--- src/rtl/extender.sv ---
// RV32I immediate generator: combinational immext/illegal plus an enable-gated registered copy.
// Registered path has 1-cycle latency, holds while en=0, and never captures X (illegal stores zero).
module extender (
  input  logic        clk,
  input  logic        rst_n,
  input  logic        en,
  input  logic [31:7] instr,
  input  logic [2:0]  immsrc,
  output logic [31:0] immext,
  output logic        illegal,
  output logic [31:0] immext_q,
  output logic        illegal_q
);

  localparam logic [2:0] IMM_I = 3'b000;
  localparam logic [2:0] IMM_S = 3'b001;
  localparam logic [2:0] IMM_B = 3'b010;
  localparam logic [2:0] IMM_J = 3'b011;
  localparam logic [2:0] IMM_U = 3'b100;

  always_comb begin
    immext  = 'x;
    illegal = 1'b0;
    case (immsrc)
      IMM_I: immext = {{20{instr[31]}}, instr[31:20]};
      IMM_S: immext = {{20{instr[31]}}, instr[31:25], instr[11:7]};
      IMM_B: immext = {{19{instr[31]}}, instr[31], instr[7], instr[30:25], instr[11:8], 1'b0};
      IMM_J: immext = {{11{instr[31]}}, instr[31], instr[19:12], instr[20], instr[30:21], 1'b0};
      IMM_U: immext = {instr[31:12], 12'b0};
      default: begin
        // Unused select codes leave the value as don't-care and flag it.
        immext  = 'x;
        illegal = 1'b1;
      end
    endcase
  end

  always_ff @(posedge clk or negedge rst_n) begin
    if (!rst_n) begin
      immext_q  <= 32'h0;
      illegal_q <= 1'b0;
    end else if (en) begin
      immext_q  <= illegal ? 32'h0 : immext;
      illegal_q <= illegal;
    end
  end

endmodule

--- config.mk ---
export PLATFORM = sky130hd
export DESIGN_NAME = extender
export DESIGN_NICKNAME = d
export VERILOG_FILES = /design/src/rtl/extender.sv
export SDC_FILE = /design/constraint.sdc
export NUM_CORES = 1
export LEC_CHECK = 0
export ABC_AREA = 1
export CAP_MARGIN = 25
export CORE_MARGIN = 2
export CORE_UTILIZATION = 56
export CTS_CLUSTER_SIZE = 20
export DETAILED_ROUTE_END_ITERATION = 8
export DONT_BUFFER_PORTS = 1
export HOLD_SLACK_MARGIN = 0.03
export PLACE_DENSITY_LB_ADDON = 0.1
export SLEW_MARGIN = 20
export SYNTH_ARGS = -nofsm -noshare
export SYNTH_HDL_FRONTEND = slang
export SYNTH_SLANG_ARGS = --single-unit
--- constraint.sdc ---
create_clock -name clk -period 1.1 [get_ports clk]
set_input_delay 0.22 -clock clk [delete_from_list [all_inputs] [get_ports clk]]
set_output_delay 0.22 -clock clk [all_outputs]
set_load 0.01 [all_outputs]
# Word-level counts from Yosys, hierarchy flattened
# Cells that the tools add are included.
# totals
ff_bits	33
input_bits	31
output_inout_bits	66
# op_classes
n_eq_ne	4
n_mux	3
reduce_logical	2
# op_table
operator	count
32-bit one-hot mux with 5 select lines	1
32-bit two-way mux	1
3-bit by 2-bit == test with 1-bit output, second input constant	2
5-bit OR reduction	1
3-bit by 1-bit == test with 1-bit output, second input constant	1
3-bit == test, second input constant	1
3-bit logical NOT	1
1-bit two-way mux	1

# Longest topological paths before layout
# Gate-level depths: netlist of the first run.
# depth
depth_word	3
depth_mapped	9

# Least setup slack after synthesis of the first run
# OpenSTA, ideal clock, no wires.
# synth_path
path_type	input-to-reg
from	input port immsrc[2]
to	register immext_q[12]
setup_time_ns	0.117
arrival_time_ns	1.089
slack_ns	-0.106
path_stages	9
path_cell_list	buf_6 > clkinv_2 > nand2_4 > nand2_4 > nand2_8 > buf_12 > nand2_1 > nand2_1 > nand2_1
# synth_via
elab_chain_cells	3
word_cells_on_any_way	8
cone_classes	eq/ne: 4; mux: 2; reduce/logical: 2
# synth_lines
item	line	source
start: declaration	8	input logic [2:0] immsrc,
3-bit == test, or another cell as far along	24	case (immsrc)
32-bit one-hot mux with 5 select lines (*)	24	
via immext[12]	9	output logic [31:0] immext,
32-bit two-way mux (*)	43	immext_q <= illegal ? 32'h0 : immext;
end signal: assignment	43	
end: declaration	11	output logic [31:0] immext_q,
# The timed path passes the listed nets; every way through them passes the cells marked *. The select of a mux whose other input is x is not followed.
# A chain may end at the register's enable or synchronous reset.

# Final worst setup path of the first run
# layout_path
from	input port immsrc[1]
to	output port immext[13]
# layout_via
elab_chain_cells	2
word_cells_on_any_way	6
cone_classes	eq/ne: 4; mux: 1; reduce/logical: 1
# layout_lines
item	line
3-bit == test, or another cell as far along	24
32-bit one-hot mux with 5 select lines (*)	24
end: declaration	9
# Mark *: on every way between the ends. The rest lies on a longest branch, timed or not. The select of a mux whose other input is x is not followed.

==> impl_metrics.tcl, run 1 <==
set metrics [dict create \
    min_path_type "in2reg" \
    syn_inst 240 \
    critPathLaunchType "input pin" \
    cp_max_fo 8 \
    cts_made_buffers 5 \
    rr_worst_depth 1 \
    clk_latency_ns 0.33 \
    ys_top_cells_by_area "dfrtp_1 (45%), nand2_1 (23%), nand3_1 (9.6%)" \
    yosysWarnings 0 \
    yosysMostFrequentCell "nand2_1" \
    grt_usage 0.273 \
    antenna_left 0 \
    slowest_delay_ns 0.15 \
    cp.depth 7 \
    syn_area_um2 1820 \
    finalWorstSetupSlack_ns -0.0681 \
    htree_levels 2 \
    rsz0062_at_grt "true" \
    place_congestion 0.882 \
    cts_root_buffer "clkbuf_4" \
    final_cells 302 \
    synth_common_cells "nand2_1 (113), nand3_1 (35), dfrtp_1 (33)" \
    critical_path_class "in2out" \
    fp-row-count 20 \
    synth-main-ff-cell "dfrtp_1" \
    antenna_cells 0 \
    cp-end-kind "output pin" \
    cp_slowest_cell "buf_12" \
    nNetsFinal 288 \
    synth_nets 271 \
    avgRoutedWirePerCell_um 17.2 \
    worst_slew_margin_rel 0.813 \
    synth_area_per_cell_um2 7.60 \
    cp_top_family "simple AND/OR/NAND/NOR gates" \
    cp_data_arrival_time_ns 0.95 \
    area_growth_syn_to_layout_pct 32.2 \
    die_w_um 61.1 \
    drt_first_pass_iters 4 \
    violations "negative setup slack" \
    hold_ws_ns 0.0501 \
    drc 0 \
    crit_chain "clkinvlp_4, nand2_4, nand2_4, nand2_8, nand2_8, buf_12, nand2_2" \
    fmax_mhz 856 \
    grt_start_max_net_pins 34 \
    pre_cts_ws_ns -0.132 \
    fin_util 0.783 \
    synth_top_area_share 0.453 \
    final_max_slew_viol_count 0 \
    viasPerCell 5.64 \
    overflow 0 \
    place_hpwl_um 3370 \
    synth_seq_cells 33 \
    cp.required_ns 0.88 \
    synth_enable_flop_cells 0 \
    tightestPinTransition_ns 0.280 \
    maxCapViolCount 0 \
    p_per_area_nw_per_um2 1240 \
    yosysSeqAreaShare 0.453 \
    cts.sinks 33 \
    synth_top_cell_by_area "dfrtp_1" \
    status "complete, but fails checks" \
    wirelength_um 5190 \
    setup_viol 27 \
    ff2ff_setup_slack_ns 0.30 \
    multiInputGateArea_um2 1110 \
    core_area_um2 3080 \
    final_hold_viol_count 0 \
    fill_cells 220 \
    irDropWorstVdd_mv 0.695 \
    numPortBuffers 0 \
    finalCriticalPeriod_ns 1.17 \
    tritoncts "yes" \
    grt_pass1_vias 1586 \
    clockBufferDepth 2 \
    io_pins 97 \
    placed_cells 288 \
    cellLeakagePower_nw 1.26 \
    fp.dieH_um 61.1 \
    drive_above_1_share 0.349 \
    critPathBufInv 2 \
    cts.clk_slew.worst_paths_ns 0.09 \
    yosysUniqueCellTypes 23 \
    skew_ns 0 \
    die-area_um2 3730 \
    initial_core_util 0.593 \
    antenna_found_initial 0 \
    period_share 1.06 \
    regArea_um2 826 \
    synthArstFlopShare 1.00 \
    whs_path_depth 2 \
    vias 1704 \
    p_total_w 0.00300 \
    drt_iter0_drc 139 \
    grt_pass1_wl_um 7420 \
]
-- layout make-up --
type | count | share of cell area
Timing Repair inverter | 1 | 0.00311
Multi-Input combinational cell | 178 | 0.462
Inverter | 18 | 0.0384
Timing Repair Buffer | 20 | 0.102
Tap cell | 44 | 0.0228
Sequential cell | 33 | 0.343
Clock inverter | 1 | 0.00208
Clock buffer | 7 | 0.0270
-- flip-flops by register name (all words and copies together), names as in the netlist --
register and flops:
immext_q 32, illegal_q 1
-- routing by layer --
| metal | GRT usage | vias up | share of wire |
|---|---|---|---|
| li1 | - | 803 | - |
| met1 | 0.347 | 802 | 0.40 |
| met2 | 0.427 | 88 | 0.48 |
| met3 | 0.0966 | 11 | 0.099 |
| met4 | 0.102 | 0 | 0.026 |
| met5 | 0 | - | 0 |
-- where the power goes --
| part | internal (W) | switching (W) | leakage, nW | total, W |
|---|---|---|---|---|
| clock | 0.000370 | 0.000419 | 0.0413 | 0.000789 |
| combinational | 0.000269 | 0.000458 | 0.794 | 0.000727 |
| sequential | 0.00134 | 0.000147 | 0.428 | 0.00148 |
| total | 0.00198 | 0.00102 | 1.26 | 0.00300 |
-- placed cells by master (no fill, tap or decap) --
cell type      Yosys  layout
a22o_1             1       1
buf_12             1       6
buf_4              1       8
buf_6              5       4
clkbuf_4           0       5
clkbuf_8           0       2
clkinv_2           1       1
clkinv_8           0       1
clkinvlp_4         0       3
dfrtp_1           33      33
dlygate4sd3_1      0       2
inv_1             16       8
inv_2              0       5
inv_4              1       2
nand2_1          113      94
nand2_2            1      11
nand2_4            5      13
nand2_8            1       3
nand3_1           35      14
nand3_2            1      14
nand3_4            1       9
nand4_1            6       6
nor2_1             5       3
nor2_2             0       2
nor2_4             1       1
nor3b_1            1       1
o21ai_0            6       6
-- worst paths after layout --
| path | startpoint | end |
|---|---|---|
| worst max-delay path | immsrc[1] | immext[13] |
| worst min-delay path | instr[25] | immext_q[5] |
| worst max register to register | immext_q[31] | immext_q[31] |
| worst min register to register | immext_q[29] | immext_q[29] |
| max in group asynchronous | rst_n | immext_q[10] |
| min in group asynchronous | rst_n | immext_q[26] |
-- cells by family after synthesis --
group,after synthesis,share of synthesized area
simple gates,170,0.430
buf+inv,30,0.0960
flops,33,0.453
compound gates,7,0.0213
-- timing repair --
action	in CTS	in global routing
setup buffers	1	1
pin swaps	10	9
endpoints found under the hold margin	34	0
endpoints found under the setup margin	31	31
resized for setup	35	37
cloned	2	0
hold buffers	3	0
-- stage by stage --
stage               TNS, ns  instance area, µm²
floorplan            -0.169                1860
global placement      -3.48                1990
detailed placement    -4.62                1990
CTS                  -0.971                2230
global route          -2.60                2410
finish                -1.11                2410
Power figures use the tool's default switching activity.
==> inputs of run 2 (changes only) <==
--- a/config.mk
+++ b/config.mk
@@ -7,7 +7,7 @@
 export LEC_CHECK = 0
 export ABC_AREA = 1
 export CAP_MARGIN = 25
-export CORE_MARGIN = 2
+export CORE_MARGIN = 5
 export CORE_UTILIZATION = 56
 export CTS_CLUSTER_SIZE = 20
 export DETAILED_ROUTE_END_ITERATION = 8
==> constraint.sdc (replaced) <==
create_clock -name clk -period 1.1 [get_ports clk]
set_input_delay 0.22 -clock clk [delete_from_list [all_inputs] [get_ports clk]]
set_output_delay 0.22 -clock clk [all_outputs]
set_load 0.05 [all_outputs]
==> run 2 against run 1 <==
The flow now stops in global routing. Synthesized cell count unchanged. Synthesized area did not move.
==> impl_metrics.tcl, run 2 <==
set metrics [dict create \
    cts.sinks 33 \
    synth_top_family_by_area "simple AND/OR/NAND/NOR gates" \
    cts_made_buffers 5 \
    grt_start_max_net_pins 34 \
    yosysMostFrequentCell "nand2_1" \
    fp-row-count 20 \
    status "aborted with a tool error" \
    place_congestion 0.874 \
    synth_enable_flop_cells 0 \
    syn_inst 240 \
    synth_seq_cells 33 \
    io_pins 97 \
    htree_levels 2 \
    stop_stage "global routing" \
    die_w_um 67.1 \
    synthAdderAreaFrac 0 \
    synth_nets 271 \
    synth_compound_area_frac 0.0213 \
    firstError "[ERROR DPL-0038] Utilization greater than 100%, impossible to legalize" \
    synth_xor_area_frac 0 \
    initial_core_util 0.593 \
    endpoint_type "primary output" \
    yosysSeqAreaShare 0.453 \
    yosysWarnings 0 \
    fp.dieH_um 67.1 \
    synth-main-ff-cell "dfrtp_1" \
    syn_area_um2 1820 \
    yosysUniqueCellTypes 23 \
    synth_simple_gate_area_frac 0.430 \
    ys_top_cells_by_area "dfrtp_1 (45%), nand2_1 (23%), nand3_1 (9.6%)" \
    synthMuxAreaShare 0 \
    place_hpwl_um 4090 \
    synthArstFlopShare 1.00 \
    numPortBuffers 0 \
    synth_common_cells "nand2_1 (113), nand3_1 (35), dfrtp_1 (33)" \
    synth_top_area_share 0.453 \
    clockBufferDepth 2 \
    cts_root_buffer "clkbuf_4" \
    post_dp_cell_area_um2 2470 \
    synth_top_cell_by_area "dfrtp_1" \
    worst_endpoint "immext[2]" \
    synth_area_per_cell_um2 7.60 \
]
==> run 2: kinds of logic after synthesis <==
logic type,after synthesis
simple gates,170
flops,33
buf+inv,30
compound gates,7
==> run 2: repair_timing <==
| item | CTS |
|---|---|
| pin swaps | 16 |
| gates resized for setup | 71 |
| gates cloned | 1 |
| hold buffers | 4 |
| buffers inserted | 9 |
| endpoints found under the hold margin | 35 |
| endpoints found under the setup margin | 65 |
==> run 2: per-stage QoR <==
| stage | hold WS (ns) | setup TNS, ns | worst slack, ns | utilization | std cells |
|---|---|---|---|---|---|
| global placement | -0.0747 | -4.91 | -0.153 | 0.804 | 309 |
| detailed placement | -0.0749 | -6.87 | -0.191 | 0.804 | 309 |
| floorplan | -0.0756 | -5.35 | -0.201 | - | 240 |
| CTS | 0.0332 | -2.70 | -0.110 | 0.959 | 331 |
==> inputs of run 3 (changes only) <==
--- a/config.mk
+++ b/config.mk
@@ -8,12 +8,10 @@
 export ABC_AREA = 1
 export CAP_MARGIN = 25
 export CORE_MARGIN = 5
-export CORE_UTILIZATION = 56
-export CTS_CLUSTER_SIZE = 20
+export CORE_UTILIZATION = 40
 export DETAILED_ROUTE_END_ITERATION = 8
 export DONT_BUFFER_PORTS = 1
-export HOLD_SLACK_MARGIN = 0.03
-export PLACE_DENSITY_LB_ADDON = 0.1
+export PLACE_DENSITY_LB_ADDON = 0.15
 export SLEW_MARGIN = 20
 export SYNTH_ARGS = -nofsm -noshare
 export SYNTH_HDL_FRONTEND = slang
==> constraint.sdc (replaced) <==
create_clock -name clk -period 1.45 [get_ports clk]
set_input_delay 0.29 -clock clk [delete_from_list [all_inputs] [get_ports clk]]
set_output_delay 0.29 -clock clk [all_outputs]
set_load 0.05 [all_outputs]
==> run 3 against run 2 <==
The flow now finishes without violations.
==> impl_metrics.tcl, run 3 (same netlist as run 1, synthesis figures left out) <==
set metrics [dict create \
    setup_viol 0 \
    drive_above_1_share 0.291 \
    tightestPinTransition_ns 0.519 \
    grt_usage 0.185 \
    maxCapViolCount 0 \
    placed_cells 324 \
    cts_setup_buffers 0 \
    fill_cells 416 \
    wl_met3_um 670 \
    critPathLaunchType "input pin" \
    grt_start_max_net_pins 34 \
    cts_made_buffers 5 \
    antenna_cells 0 \
    finalCriticalPeriod_ns 1.44 \
    htree_levels 2 \
    vias 1739 \
    drt_first_pass_iters 4 \
    overflow 0 \
    final_cells 334 \
    place_congestion 0.828 \
    fin_util 0.573 \
    cp-end-kind "output pin" \
    skew_ns 0 \
    top_register "immext_q" \
    worst_slew_margin_rel 0.654 \
    antenna_left 0 \
    top_regs "immext_q: 32 flops, illegal_q: 1 flops" \
    numPortBuffers 0 \
    clk_latency_ns 0.28 \
    cts.clk_slew.worst_paths_ns 0.07 \
    tritoncts "yes" \
    viasPerCell 5.21 \
    met2WireLength_um 2520 \
    initial_core_util 0.416 \
    avgRoutedWirePerCell_um 16.0 \
    cp.required_ns 1.16 \
    drc 0 \
    final_hold_viol_count 0 \
    wirelength_um 5340 \
    critical_path_class "in2out" \
    area_growth_syn_to_layout_pct 37.7 \
    io_pins 97 \
    cts.sinks 33 \
    cellLeakagePower_nw 1.37 \
    p_per_area_nw_per_um2 1210 \
    core_area_um2 4380 \
    top_layer "met4" \
    final_cell_mix "nand2_1 (101), dfrtp_1 (33), nand3_1 (31), buf_4 (22), buf_12 (16)" \
    die_w_um 77.5 \
    fmax_mhz 695 \
    clockBufferDepth 2 \
    largest_register_ffs 32 \
    cp_max_fo 17 \
    die-area_um2 6010 \
    grt_pass1_vias 1736 \
    drt_iter0_drc 71 \
    rsz0062_at_grt "true" \
    fp.dieH_um 77.5 \
    fp-row-count 24 \
    p_total_w 0.00304 \
    wl_met1_um 2080 \
    min_path_type "in2reg" \
    irDropWorstVdd_mv 0.494 \
    antenna_found_initial 0 \
    final_max_slew_viol_count 0 \
    grt_pass1_wl_um 8890 \
    nNetsFinal 313 \
    cp_data_arrival_time_ns 1.15 \
    status "complete, no violations" \
    final_common_cell "nand2_1" \
    cts_root_buffer "clkbuf_8" \
    period_share 0.993 \
    place_hpwl_um 4170 \
]
run 3: through the flow:
stage | instance area (µm²) | hold WS (ns) | worst slack [ns] | TNS [ns]
after global placement | 2330 | -0.00439 | -0.0622 | -0.394
final | 2510 | 0.148 | 0.0108 | 0
after global routing | 2510 | 0.135 | -0.0158 | -0.0879
after detailed placement | 2330 | -0.00438 | -0.0820 | -0.497
after floorplan | 1850 | -0.00559 | -0.141 | -3.24
after CTS | 2460 | 0.141 | 0.0125 | 0
run 3: final cells by class:
class	count	area [µm²]	share of cell area
Sequential cell	33	826	0.329
Tap cell	52	65.1	0.0259
Timing Repair inverter	1	7.51	0.00299
Timing Repair Buffer	46	574	0.229
Multi-Input combinational cell	177	878	0.350
Inverter	18	75.1	0.0299
Clock buffer	7	86.3	0.0344
run 3: routing by layer:
| layer | global-route usage | vias to the layer above |
|---|---|---|
| met1 | 0.220 | 816 |
| met4 | 0.0533 | 0 |
| met2 | 0.292 | 78 |
| met3 | 0.0972 | 7 |
| met5 | 0 | - |
| li1 | - | 838 |
run 3: report_power, final:
group | switching (W) | internal (W)
Clock | 0.000315 | 0.000376
Sequential | 0.000410 | 0.00101
Combinational | 0.000596 | 0.000337
run 3: path summary, 6_finish.rpt:
path                              startpoint  slack [ns]  depth (start not counted)           end
worst max-delay path               immsrc[0]        0.01                          7    immext[14]
worst min-delay path               instr[31]        0.15                          1  immext_q[31]
worst max register to register  immext_q[31]        0.44                          1  immext_q[31]
worst min register to register  immext_q[23]        0.78                          2  immext_q[23]
max in group asynchronous              rst_n        0.81                          2   immext_q[2]
min in group asynchronous              rst_n        0.45                          2   immext_q[5]
run 3: worst max-delay path, stage by stage:
cell and delay (ns):
inv_1 0.04, nand2_4 0.12, nand2_4 0.09, nand2_4 0.09
nand2_8 0.11, buf_4 0.17, nand2_2 0.23
run 3: what timing repair did:
| item | 4_1_cts | 5_1_grt |
|---|---|---|
| cloned | 0 | 1 |
| pin swaps | 0 | 2 |
| resized for setup | 4 | 14 |
| endpoints found under the setup margin | 15 | 24 |
| hold buffers | 2 | 0 |
| endpoints found under the hold margin | 33 | 0 |
